## src/rtl/rr_mux4_arbiter_pkg.sv

```systemverilog
// Shared definitions for the four-way round-robin packet arbiter:
// FSM encoding, requester count and the rotating-priority pick function.
package rr_mux4_arbiter_pkg;

  typedef enum logic {
    ST_IDLE   = 1'b0,
    ST_LOCKED = 1'b1
  } state_e;

  localparam int NUM_REQ = 4;

  // First requester at or after ptr (modulo 4) with its request bit set.
  // Returns ptr when nothing is requesting; callers only use it when req != 0.
  function automatic logic [1:0] rr_pick(input logic [NUM_REQ-1:0] req,
                                         input logic [1:0]         ptr);
    logic [1:0] idx;
    logic       found;
    rr_pick = ptr;
    found   = 1'b0;
    for (int k = 0; k < NUM_REQ; k++) begin
      idx = ptr + 2'(k);
      if (!found && req[idx]) begin
        rr_pick = idx;
        found   = 1'b1;
      end
    end
  endfunction

endpackage

```

## src/rtl/Mux4x1_Nbit.sv

```systemverilog
// Plain combinational 4:1 multiplexer, N bits wide, selected by s.
module Mux4x1_Nbit #(
  parameter int N = 4
) (
  input  logic [N-1:0] a,
  input  logic [N-1:0] b,
  input  logic [N-1:0] c,
  input  logic [N-1:0] d,
  input  logic [1:0]   s,
  output logic [N-1:0] y
);

  genvar gi;
  generate
    for (gi = 0; gi < N; gi++) begin : g_bit
      assign y[gi] = s[1] ? (s[0] ? d[gi] : c[gi])
                          : (s[0] ? b[gi] : a[gi]);
    end
  endgenerate

endmodule

```

## src/rtl/rr_mux4_arbiter.sv

```systemverilog
// Round-robin packet arbiter: locks one of four requesters onto a shared
// valid/ready channel until its last beat or the beat limit, then rotates.
module rr_mux4_arbiter
  import rr_mux4_arbiter_pkg::*;
#(
  parameter int N         = 4,
  parameter int MAX_BEATS = 8
) (
  input  logic               clk,
  input  logic               reset,
  input  logic [NUM_REQ-1:0] req,
  input  logic [NUM_REQ-1:0] last,
  input  logic [N-1:0]       x0,
  input  logic [N-1:0]       x1,
  input  logic [N-1:0]       x2,
  input  logic [N-1:0]       x3,
  output logic [NUM_REQ-1:0] ready_o,
  output logic               out_valid,
  input  logic               out_ready,
  output logic [N-1:0]       out_data,
  output logic               out_last,
  output logic [1:0]         out_sel,
  output logic               busy,
  output logic               trunc
);

  localparam int             CW        = $clog2(MAX_BEATS + 1);
  localparam logic [CW-1:0]  LAST_BEAT = CW'(MAX_BEATS - 1);

  state_e        state_q, state_d;
  logic [1:0]    ptr_q, ptr_d;
  logic [1:0]    sel_q, sel_d;
  logic [CW-1:0] beat_cnt_q, beat_cnt_d;
  logic          trunc_q, trunc_d;

  always_ff @(posedge clk or posedge reset) begin
    if (reset) begin
      state_q    <= ST_IDLE;
      ptr_q      <= 2'd0;
      sel_q      <= 2'd0;
      beat_cnt_q <= '0;
      trunc_q    <= 1'b0;
    end else begin
      state_q    <= state_d;
      ptr_q      <= ptr_d;
      sel_q      <= sel_d;
      beat_cnt_q <= beat_cnt_d;
      trunc_q    <= trunc_d;
    end
  end

  always_comb begin
    state_d    = state_q;
    ptr_d      = ptr_q;
    sel_d      = sel_q;
    beat_cnt_d = beat_cnt_q;
    trunc_d    = 1'b0;
    out_valid  = 1'b0;
    out_last   = 1'b0;
    case (state_q)
      ST_IDLE: begin
        if (|req) begin
          sel_d      = rr_pick(req, ptr_q);
          beat_cnt_d = '0;
          state_d    = ST_LOCKED;
        end
      end
      ST_LOCKED: begin
        out_valid = req[sel_q];
        out_last  = req[sel_q] && (last[sel_q] || (beat_cnt_q == LAST_BEAT));
        if (out_valid && out_ready) begin
          beat_cnt_d = beat_cnt_q + CW'(1);
          if (out_last) begin
            // A release without the requester's own last flag is a truncation.
            trunc_d = !last[sel_q];
            ptr_d   = sel_q + 2'd1;
            state_d = ST_IDLE;
          end
        end
      end
      default: state_d = ST_IDLE;
    endcase
  end

  assign busy    = (state_q == ST_LOCKED);
  assign out_sel = sel_q;
  assign trunc   = trunc_q;

  genvar gi;
  generate
    for (gi = 0; gi < NUM_REQ; gi++) begin : g_ready
      assign ready_o[gi] = busy && out_ready && (sel_q == 2'(gi));
    end
  endgenerate

  Mux4x1_Nbit #(
    .N(N)
  ) u_data_mux (
    .a(x0),
    .b(x1),
    .c(x2),
    .d(x3),
    .s(sel_q),
    .y(out_data)
  );

endmodule

```

## config.mk

```make
export PLATFORM = sky130hd
export DESIGN_NAME = rr_mux4_arbiter
export DESIGN_NICKNAME = d
export VERILOG_FILES = /design/src/rtl/rr_mux4_arbiter_pkg.sv /design/src/rtl/Mux4x1_Nbit.sv /design/src/rtl/rr_mux4_arbiter.sv
export SDC_FILE = /design/constraint.sdc
export NUM_CORES = 1
export LEC_CHECK = 0
export BUFFER_PORTS_ARGS = -buffer_cell sky130_fd_sc_hd__buf_2
export CAP_MARGIN = 20
export CORE_MARGIN = 2
export CORE_UTILIZATION = 48
export DETAILED_ROUTE_END_ITERATION = 12
export PLACE_DENSITY = 0.9
export SLEW_MARGIN = 20
export SYNTH_ARGS = -nofsm -noshare
export SYNTH_HDL_FRONTEND = slang
export SYNTH_SLANG_ARGS = --single-unit
export TNS_END_PERCENT = 10
```

## constraint.sdc

```tcl
create_clock -name clk -period 2.8 [get_ports clk]
set_input_delay 0.14 -clock clk [delete_from_list [all_inputs] [get_ports clk]]
set_output_delay 0.14 -clock clk [all_outputs]
set_load 0.03 [all_outputs]
```

Word level (Yosys, flattened, before mapping)

Index checks and enable logic that the tools add are counted.

Input port bits: 27
Register bits: 10
Output and inout bits: 14

Equal/unequal tests: 6
Reduce and logical (&&, ||, !) cells: 20
$add $sub $neg: 5
Order comparisons: 5
Muxes and demuxes: 48
Bitwise operators: 1

Operator list:

| operator              | count |
|---|---|
| $mux W1               | 35 |
| $lt A2 B3 Y1 const B  | 5 |
| $bmux W1 S2           | 6 |
| $logic_and A1 B1 Y1   | 10 |
| $mux W4               | 2 |
| $pmux W4 S2           | 1 |
| $mux W2               | 3 |
| $add A2 B1 Y2 const B | 2 |
| $add A2 B2 Y2 const B | 2 |
| $add A4 B1 Y4 const B | 1 |
| $eq A2 B2 Y1 const B  | 2 |
| $eq A4 B3 Y1 const B  | 1 |
| $logic_not A1 Y1      | 4 |
| $reduce_and A2 Y1     | 2 |
| $reduce_or A4 Y1      | 1 |
| $reduce_and A3 Y1     | 1 |
| $eq A2 B1 Y1 const B  | 1 |
| $logic_not A2 Y1      | 1 |
| $ne A2 B1 Y1 const B  | 1 |
| $ne A2 B2 Y1 const B  | 1 |
| $pmux W1 S2           | 1 |
| $logic_or A1 B1 Y1    | 1 |
| $not A1 Y1            | 1 |

Logic depth before layout (Yosys ltp)

Gate-level depths: netlist of run 1.

Depth in word-level cells: 18
Gate-level depth with buffers: 5
Depth with buffers taken out: 5

Hierarchy

From an unflattened synthesis of run 1, not the netlist that was laid out.

Cells, all modules: 68
Area, all modules: 783.3 um^2

By module, submodules not included:

| module          | area an instance (um^2) | instances | cells an instance | sequential area each (um^2) |
|---|---|---|---|---|
| rr_mux4_arbiter | 678.2                   | 1         | 64                | 250.2 |
| Mux4x1_Nbit     | 105.1                   | 1         | 4                 | 0.0 |

Least setup slack after synthesis of run 1

No wires, ideal clock.

Path kind: reg-to-reg
Start: reg sel_q[0], in the netlist out_sel[0]
End: reg ptr_q[1]
Slack: 0.814 ns
Library setup time: 0.125 ns
Cell stages (with the launch flop): 6
Data arrival time: 1.861 ns
Buffers on the path: 1
Required time: 2.675 ns
Cell sequence: dfrtp_1 -> buf_6 -> mux4_2 -> o21ba_4 -> nand2b_4 -> mux2_4

Word-level cells in the longest chain between the ends: 5
Elaborated cells on any way between the ends: 9
Classes of those cells: add/sub (1); mux (4); reduce/logical (4)

RTL lines:

| what                               | line                  | source |
|---|---|---|
| start, declared                    | rr_mux4_arbiter.sv:32 | `logic [1:0] sel_q, sel_d;` |
| start signal, assigned             | rr_mux4_arbiter.sv:46 | `sel_q <= sel_d;` |
| $bmux W1 S2                        | rr_mux4_arbiter.sv:70 | `out_last = req[sel_q] && (last[sel_q] \|\| (beat_cnt_q == LAST_BEAT));` |
| $mux W1 (implied by the code)      | rr_mux4_arbiter.sv:70 |  |
| $logic_or A1 B1 Y1                 | rr_mux4_arbiter.sv:70 |  |
| $logic_and A1 B1 Y1                | rr_mux4_arbiter.sv:70 |  |
| $reduce_and A3 Y1 (no source line) | --                    |  |
| end signal, assigned               | rr_mux4_arbiter.sv:45 | `ptr_q <= ptr_d;` |
| end, declared                      | rr_mux4_arbiter.sv:31 | `logic [1:0] ptr_q, ptr_d;` |

Several ways; a longest one is shown, not always the timed one. The select of a mux whose other input is x is not followed.
A chain may end at the register's enable or synchronous reset.

Worst setup path after layout of run 1

Start: reg sel_q[0], in the netlist out_sel[0]
End: out out_last

Word-level cells in the longest chain between the ends: 5
Elaborated cells on any way between the ends: 7
Classes of those cells: mux (5); reduce/logical (2)

RTL lines:

| what                          | line                  | source |
|---|---|---|
| $bmux W1 S2                   | rr_mux4_arbiter.sv:70 |  |
| $mux W1 (implied by the code) | rr_mux4_arbiter.sv:70 |  |
| $logic_or A1 B1 Y1            | rr_mux4_arbiter.sv:70 |  |
| $logic_and A1 B1 Y1 (*)       | rr_mux4_arbiter.sv:70 |  |
| $mux W1 (*)                   | rr_mux4_arbiter.sv:60 | `case (state_q)` |
| end, declared                 | rr_mux4_arbiter.sv:21 | `output logic out_last,` |

Mark *: on every way between the ends. The rest lies on a longest branch, timed or not. The select of a mux whose other input is x is not followed.

==> flow_metrics.tcl, run 1 <==
set metrics [dict create \
    status "finished clean" \
    synth_fp_nets 104 \
    cts_tree "yes" \
    cp_num_buf_inv 1 \
    post_cts_buffers 0 \
    holdPathStages 3 \
    ys_seq_area_share_pct 30.9 \
    die_area_sq_um 2030 \
    setup_viol 0 \
    die_h_um 45.1 \
    power.switching_w 0.000519 \
    hp-class "input port to flop" \
    cts_buffer_depth 2 \
    min_period_over_period_pct 79.7 \
    place_inst 125 \
    fin_skew_ps 10.1 \
    yosysWarningCount 0 \
    crit_chain "mux4_2 -> o21ba_4 -> and2b_2 -> buf_2" \
    fp-row-count 14 \
    diodes 0 \
    slew_headroom_pct 68.6 \
    routabilityCongestion 0.843 \
    tns_ps 0 \
    postCtsResizedCells 0 \
    io_buffers 40 \
    cp.required_ps 2660 \
    drive_gt1_share_pct 46.5 \
    synth_area_leaders "dfrtp_1 31%, mux4_1 13%, ha_1 7.7%, mux4_2 5.6%, inv_1 3.2%" \
    fp.dieW_um 45.1 \
    r2r_cells 4 \
    p_seq_share_pct 28.5 \
    path_max_fanout 11 \
    synth_top_area_share_pct 30.9 \
    r2r-end "ptr_q[1]" \
    core_sq_um 1540 \
    grt_pass1_vias 728 \
    power_density_nw_per_um2 1040 \
    avgSynthCellArea_sq_um 11.2 \
    p_int_w 0.000577 \
    synth-edff-count 0 \
    worst_slack_ps 567 \
    worstMarginPinSlew_ps 467 \
    startpoint_type "flop" \
    htreeDepth 1 \
    clock-sinks 10 \
    drc_errors 0 \
    final_antenna_net_count 0 \
    synthTopCellsByCount "10 x dfrtp_1, 7 x inv_1, 5 x ha_1, 5 x o21ai_0" \
    io_pins 41 \
    synth_flop_cell "dfrtp_1" \
    timing.rr.start "out_sel[0]" \
    whs_endpoint "out_sel[1]" \
    fin_crit_ps 2230 \
    clk_latency_ps 280 \
    p_clk_share_pct 12.2 \
    crit_path_max_incr_delay_ps 610 \
    cp_slowest_cell "dfrtp_1" \
    grt_pass1_wl_um 3070 \
    hold_violations 0 \
    synth_cell_type_count 33 \
    p_comb_share_pct 59.3 \
    floorplan.initialDensity_pct 52.5 \
    p_leak_nw 0.564 \
    synthArstFlopShare_pct 100 \
    ys_seq_elements 10 \
    instances_no_fill 130 \
    syn_to_final_growth_pct 29.7 \
    placed_area_sq_um 1000 \
    cts_hold_buf 1 \
    wire_per_inst_um 14.5 \
    numCtsBuffers 3 \
    grt_start_max_net_pins 13 \
    max_freq_ghz 0.448 \
    crit_arrival_ps 2090 \
    place_hpwl_um 1510 \
    finish.instance_area_sq_um 1050 \
    ir_drop_mv 0.551 \
    vias 752 \
    switching_share_pct 47.4 \
    dp_slack_ps 815 \
    nets 147 \
    drt_iter0_markers 8 \
    cts_root_buf "clkbuf_4" \
    synth.most_common_cell "dfrtp_1" \
    clk_pin_slew_worst_paths_ps 60 \
    cp_top_family "flip-flops" \
    drt_wl_total_um 1890 \
    grt_overflow_total 0 \
    min_from "req[1]" \
    slew_viol_final 0 \
    crit_path_end_kind "output pin" \
    grt_usage_pct 21.6 \
    vias_per_cell 5.78 \
    synth_top_cell_by_area "dfrtp_1" \
    path_class "flop to output pin" \
    synth_area_sq_um 810 \
    max_cap_violations 0 \
    synthCells 72 \
    antenna_found_initial 0 \
    r2r_slack_ps 830 \
    rsz0062_at_grt "false" \
    first_pass_iters 4 \
]
per-stage QoR:
| stage | power (W) | hold slack (ps) | utilization [%] |
|---|---|---|---|
| after floorplan | 0.000814 | -19.8 | - |
| after global placement | 0.000937 | 122 | 65.1 |
| after detailed placement | 0.000963 | 137 | 65.1 |
| after CTS | 0.00110 | 203 | 68.1 |
| after global routing | 0.00117 | 232 | 68.1 |
| final | 0.00110 | 211 | 68.1 |
power groups by stage:
stage | combinational (W) | clock, W | sequential, W
finish | 0.000650 | 0.000134 | 0.000312
global route | 0.000696 | 0.000142 | 0.000327
CTS | 0.000651 | 0.000138 | 0.000313
detailed placement | 0.000648 | 0 | 0.000315
global placement | 0.000627 | 0 | 0.000309
floorplan | 0.000519 | 0 | 0.000295
state kept, by name (all words and copies together), names as in the netlist:
register / cells
beat_cnt_q: 4
busy: 1
out_sel: 2
ptr_q: 2
trunc: 1
placed cells by master (no fill, tap or decap), types with 2 or more instances in the layout:
master	count
mux4_1	4
a21oi_1	2
nor3b_1	2
clkbuf_4	3
nor4_1	2
nor2_1	3
dfrtp_1	10
o21ai_0	5
buf_2	40
and3_1	4
a211o_1	2
inv_1	7
nand2_1	2
mux4_2	2
nand3_1	2
ha_1	5
metal layers:
layer	GRT usage (%)	vias up	share of wire (%)
met5	0	-	0
met4	7.06	0	0.95
met3	6.40	2	6.0
met2	40.9	29	55
met1	22.5	366	38
li1	-	355	-
cell families after synthesis:
logic type               synth area share [%]
AO/OA/AOI/OAI                            13.4
AND/OR/NAND/NOR                          18.5
adder cells (fa/ha/maj)                  7.73
flip-flops                               30.9
XOR/XNOR                                 1.08
multiplexers                             21.8
buffers and inverters                    6.49
how the worst max path moves through the flow:
stage                          start  endpoint  slack [ps]  cells past startpoint
after floorplan           out_sel[0]  ptr_q[1]         810                      5
after global placement    out_sel[0]  ptr_q[1]         880                      4
after detailed placement  out_sel[0]  ptr_q[1]         820                      4
after CTS                 out_sel[0]  out_last         540                      4
after global routing      out_sel[0]  out_last         480                      4
final                     out_sel[0]  out_last         570                      4
worst min-delay path: stages:
cell and delay (ps):
buf_2 130, a211o_1 100, a31oi_1 70
final cells by class:
cell class	count	area, sq um
Clock buffer	4	36.3
Fill cell	121	492
Inverter	7	26.3
Multi-Input combinational cell	52	507
Sequential cell	10	250
Tap cell	16	20.0
Timing Repair Buffer	41	210
Power figures use the tool's default switching activity.
==> run 2: changes to the inputs <==
--- a/config.mk
+++ b/config.mk
@@ -5,12 +5,13 @@
 export SDC_FILE = /design/constraint.sdc
 export NUM_CORES = 1
 export LEC_CHECK = 0
+export ABC_AREA = 1
 export BUFFER_PORTS_ARGS = -buffer_cell sky130_fd_sc_hd__buf_2
 export CAP_MARGIN = 20
 export CORE_MARGIN = 2
-export CORE_UTILIZATION = 48
+export CORE_UTILIZATION = 42
 export DETAILED_ROUTE_END_ITERATION = 12
-export PLACE_DENSITY = 0.9
+export PLACE_DENSITY = 0.81
 export SLEW_MARGIN = 20
 export SYNTH_ARGS = -nofsm -noshare
 export SYNTH_HDL_FRONTEND = slang
==> constraint.sdc (replaced) <==
create_clock -name clk -period 1.8 [get_ports clk]
set_input_delay 0.09 -clock clk [delete_from_list [all_inputs] [get_ports clk]]
set_output_delay 0.09 -clock clk [all_outputs]
set_load 0.03 [all_outputs]
==> flow_metrics.tcl, run 2 <==
set metrics [dict create \
    fin_skew_ps 4.50 \
    avgSynthCellArea_sq_um 6.35 \
    die_area_sq_um 2700 \
    clk_pin_slew_worst_paths_ps 70 \
    power_density_nw_per_um2 1850 \
    ir_drop_mv 1.03 \
    max_cap_violations 0 \
    grt_overflow_total 0 \
    min_period_over_period_pct 93.9 \
    top_register "beat_cnt_q" \
    routabilityCongestion 0.761 \
    tns_ps 0 \
    slew_headroom_pct 65.2 \
    placed_area_sq_um 1190 \
    htreeDepth 1 \
    place_hpwl_um 1800 \
    vias_per_cell 4.72 \
    ys_seq_area_share_pct 25.9 \
    cts_tree "yes" \
    cts_root_buf "clkbuf_4" \
    synth.most_common_cell "nand2_1" \
    rsz0062_at_grt "false" \
    crit_chain "inv_6 -> nor2_1 -> o22ai_1 -> inv_1 -> nand2_1 -> nand2_1 -> nor2_1 -> buf_2" \
    die_h_um 51.9 \
    largest_reg_flops 4 \
    synth_top_area_share_pct 25.9 \
    post_cts_buffers 0 \
    first_pass_iters 4 \
    grt_pass1_wl_um 3680 \
    clock-sinks 10 \
    grt_pass1_vias 879 \
    crit_arrival_ps 1600 \
    io_buffers 40 \
    finish.instance_area_sq_um 1240 \
    cp.required_ps 1710 \
    syn_to_final_growth_pct 28.8 \
    p_leak_nw 0.695 \
    yosysWarningCount 0 \
    synth_area_sq_um 965 \
    antenna_found_initial 0 \
    startpoint_type "flop" \
    layout_commonest_cell "nand2_1" \
    synth_top_cell_by_area "dfrtp_1" \
    synthCells 152 \
    grt_start_max_net_pins 15 \
    clk_latency_ps 270 \
    synth_fp_nets 184 \
    synth_flop_cell "dfrtp_1" \
    max_freq_ghz 0.591 \
    final_antenna_net_count 0 \
    drc_errors 0 \
    hold_violations 0 \
    cts_buffer_depth 2 \
    synth_cell_type_count 25 \
    layout_common_cells "41 x nand2_1, 40 x buf_2, 19 x nor2_1, 14 x inv_1, 13 x o21ai_0" \
    synthTopCellsByCount "41 x nand2_1, 19 x nor2_1, 14 x inv_1" \
    io_pins 41 \
    worstMarginPinSlew_ps 518 \
    vias 1053 \
    drt_wl_total_um 2280 \
    floorplan.initialDensity_pct 44.0 \
    finish.utilization_pct 56.7 \
    synthArstFlopShare_pct 100 \
    crit_path_end_kind "output pin" \
    diodes 0 \
    drive_gt1_share_pct 35.4 \
    whs_ps 215 \
    fp.dieW_um 51.9 \
    slew_viol_final 0 \
    synth-edff-count 0 \
    crit_path_max_incr_delay_ps 510 \
    status "finished clean" \
    cp_slowest_cell "dfrtp_2" \
    fin_crit_ps 1690 \
    hp-class "input port to flop" \
    setup_viol 0 \
    drt_iter0_markers 18 \
    numCtsBuffers 3 \
    core_sq_um 2190 \
    path_class "flop to output pin" \
    wire_per_inst_um 10.2 \
    grt_usage_pct 18.0 \
    fp-row-count 17 \
    nets 228 \
    synth_area_leaders "dfrtp_1 26%, nand2_1 16%, nor2_1 7.4%, o21ai_0 6.7%, ha_1 6.5%" \
    p_total_w 0.00229 \
    ys_seq_elements 10 \
    path_max_fanout 14 \
]
run 2: per-layer routing:
layer | global-route usage (%) | vias to the layer above | wire length (um)
li1 | - | 572 | -
met1 | 23.5 | 463 | 1080
met2 | 28.3 | 18 | 1110
met3 | 6.03 | 0 | 81
met4 | 4.82 | 0 | 0
met5 | 0 | - | 0
run 2: power breakdown:
group	internal [W]	switching, W	leakage (nW)
clock network	0.000123	0.0000817	0.0210
registers	0.000325	0.000176	0.122
logic	0.000533	0.00105	0.552
total	0.000981	0.00131	0.695
run 2: logic make-up after synthesis:
| kind of cell | share of synthesized area [%] |
|---|---|
| compound gates | 15.8 |
| simple gates | 39.7 |
| flops | 25.9 |
| xor+xnor | 1.82 |
| fa+ha+maj | 6.49 |
| buf+inv | 10.2 |
run 2: path summary, 6_finish.rpt:
check                               from       endpoint  slack [ps]  cells after the start
setup / recovery              out_sel[0]       out_last         110                      8
hold / removal                    req[2]           busy         220                      3
min in group asynchronous          reset  beat_cnt_q[2]         330                      3
hold reg to reg            beat_cnt_q[0]  beat_cnt_q[0]         510                      1
setup reg to reg                ptr_q[0]     out_sel[1]         270                     13
max in group asynchronous          reset       ptr_q[0]        1180                      3
run 2: worst max-delay path: cells and delay by family (launching register included):
kind	cells	cell delay, ps
simple gates	4	270
flops	1	510
compound gates	1	150
buf+inv	3	390
run 2: layout make-up:
type	instances	area (sq um)
clock buffers	4	36.3
fillers	221	948
inverters	21	83.8
multi-input cells	118	616
flip-flops and latches	10	254
well taps	28	35.0
repair buffers	42	218
run 2: repair_timing:
action	CTS	global route
hold buffers	1	0
endpoints found under the setup margin	1	3
endpoints found under the hold margin	10	0
gates cloned	0	0
resized for setup	1	4
run 2: stage by stage:
| stage | setup slack [ps] | instances |
|---|---|---|
| 4_1_cts | 13.9 | 223 |
| 6_report | 109 | 223 |
| 3_5_place_dp | 174 | 218 |
| 3_3_place_gp | 179 | 218 |
| 5_1_grt | 1.79 | 223 |
| 2_1_floorplan | 102 | 152 |
==> run 3: changes to the inputs <==
--- a/config.mk
+++ b/config.mk
@@ -11,7 +11,7 @@
 export CORE_MARGIN = 2
 export CORE_UTILIZATION = 42
 export DETAILED_ROUTE_END_ITERATION = 12
-export PLACE_DENSITY = 0.81
+export PLACE_DENSITY = 0.79
 export SLEW_MARGIN = 20
 export SYNTH_ARGS = -nofsm -noshare
 export SYNTH_HDL_FRONTEND = slang
==> flow_metrics.tcl, run 3 (same netlist as run 2, synthesis figures left out) <==
set metrics [dict create \
    met3_usage_pct 2.30 \
    nets 234 \
    path_max_fanout 9 \
    io_pins 41 \
    place_inst 220 \
    diodes 0 \
    hp-class "input port to flop" \
    cp_slowest_cell "dfrtp_2" \
    clk_latency_ps 270 \
    htreeDepth 1 \
    r2r_slack_ps 200 \
    drt_iter0_markers 32 \
    io_buffers 40 \
    cp_num_buf_inv 3 \
    drive_gt1_share_pct 37.3 \
    startpoint_type "flop" \
    crit_arrival_ps 1630 \
    final_antenna_net_count 0 \
    dp_slack_ps 169 \
    wire_per_inst_um 12.1 \
    first_pass_iters 4 \
    crit_path_max_incr_delay_ps 480 \
    grt_pass1_wl_um 4190 \
    fin_crit_ps 1720 \
    die_area_sq_um 2700 \
    antenna_found_initial 0 \
    crit_chain "buf_4 -> a21oi_1 -> o21ai_0 -> nand2_1 -> inv_2 -> nor2_1 -> buf_2" \
    cts_root_buf "clkbuf_4" \
    holdPathStages 6 \
    grt_util_met1_pct 25.9 \
    die_h_um 51.9 \
    layout_commonest_cell "nand2_1" \
    ir_drop_mv 1.35 \
    fp.dieW_um 51.9 \
    use_met2_pct 34.4 \
    r2r-end "beat_cnt_q[1]" \
    grt_usage_pct 20.5 \
    layout_common_cells "40 x nand2_1, 39 x buf_2, 19 x nor2_1, 14 x inv_1, 13 x o21ai_0" \
    status "finished clean" \
    whs_endpoint "trunc" \
    grt_start_max_net_pins 19 \
    clock-sinks 10 \
    max_freq_ghz 0.580 \
    min_period_over_period_pct 95.7 \
    p_leak_nw 0.727 \
    core_sq_um 2190 \
    vias_per_cell 5.21 \
    cts_tree "yes" \
    grt_overflow_total 0 \
    numCtsBuffers 3 \
    cp_top_family "flip-flops" \
    max_cap_violations 0 \
    slew_headroom_pct 74.1 \
    tns_ps 0 \
    slew_viol_final 0 \
    min_from "last[0]" \
    setup_viol 0 \
    cp.required_ps 1710 \
    hold_violations 0 \
    crit_path_end_kind "output pin" \
    clk_pin_slew_worst_paths_ps 70 \
    cts_buffer_depth 2 \
    path_class "flop to output pin" \
    routabilityCongestion 0.823 \
    drt_wl_total_um 2770 \
    worstMarginPinSlew_ps 388 \
    timing.rr.start "out_sel[0]" \
    largest_reg_flops 4 \
    fin_skew_ps 0.855 \
    fp-row-count 17 \
    floorplan.initialDensity_pct 44.0 \
    r2r_cells 8 \
    instances_no_fill 229 \
    grt_pass1_vias 1023 \
    top_register "beat_cnt_q" \
    grt_busiest_layer "met2" \
    vias 1194 \
    syn_to_final_growth_pct 33.9 \
    power_density_nw_per_um2 1900 \
    place_hpwl_um 2120 \
    worst_slack_ps 76.5 \
    drc_errors 0 \
    p_total_w 0.00246 \
]
[run 3: per-stage QoR]
step | hold slack [ps] | util, % | instance area (sq um)
global route | 359 | 58.9 | 1290
floorplan | -69.8 | - | 965
detailed placement | 87.3 | 54.9 | 1200
CTS | 299 | 57.1 | 1250
finish | 295 | 58.9 | 1290
global placement | 75.8 | 54.9 | 1200
[run 3: tightest hold or removal path: stages]
cell     delay [ps]
buf_2            80
nor2_1           40
o22ai_1         120
inv_1            90
nand2_1          70
inv_1            30
[run 3: worst max-delay path by stage]
stage / depth (start not counted) / from / slack (ps) / endpoint
floorplan: 7 / out_sel[0] / 100 / out_last
global placement: 7 / out_sel[0] / 210 / out_last
detailed placement: 8 / out_sel[0] / 170 / beat_cnt_q[1]
CTS: 8 / out_sel[1] / 10 / out_last
global route: 7 / out_sel[0] / -7 / out_valid
finish: 7 / out_sel[0] / 80 / out_valid
[run 3: timing repair]
item                                    CTS  global route
pin swaps                                 0             1
cloned                                    0             0
setup buffers                             0             4
hold buffers                              1             0
endpoints found under the setup margin    2             2
hold endpoints to repair                 10             0
resized for setup                         1             6
[run 3: final cells by class]
type                       count  area (sq um)
tap                           28          35.0
sequential                    10           253
timing repair buffer          48           265
fill                         212           900
inverter                      21          83.8
clock buffer                   4          36.3
multi-input combinational    118           618
[run 3: where the power goes]
part	internal (W)	switching [W]	leakage [nW]
logic	0.000612	0.00117	0.583
registers	0.000324	0.000147	0.123
clock network	0.000123	0.0000830	0.0210
[run 3: per-layer routing]
layer	up-vias	share of wire [%]	wire length [um]
li1	587	-	-
met3	12	3.8	104
met2	36	49	1370
met1	559	43	1200
met4	0	3.5	98
met5	-	0	0
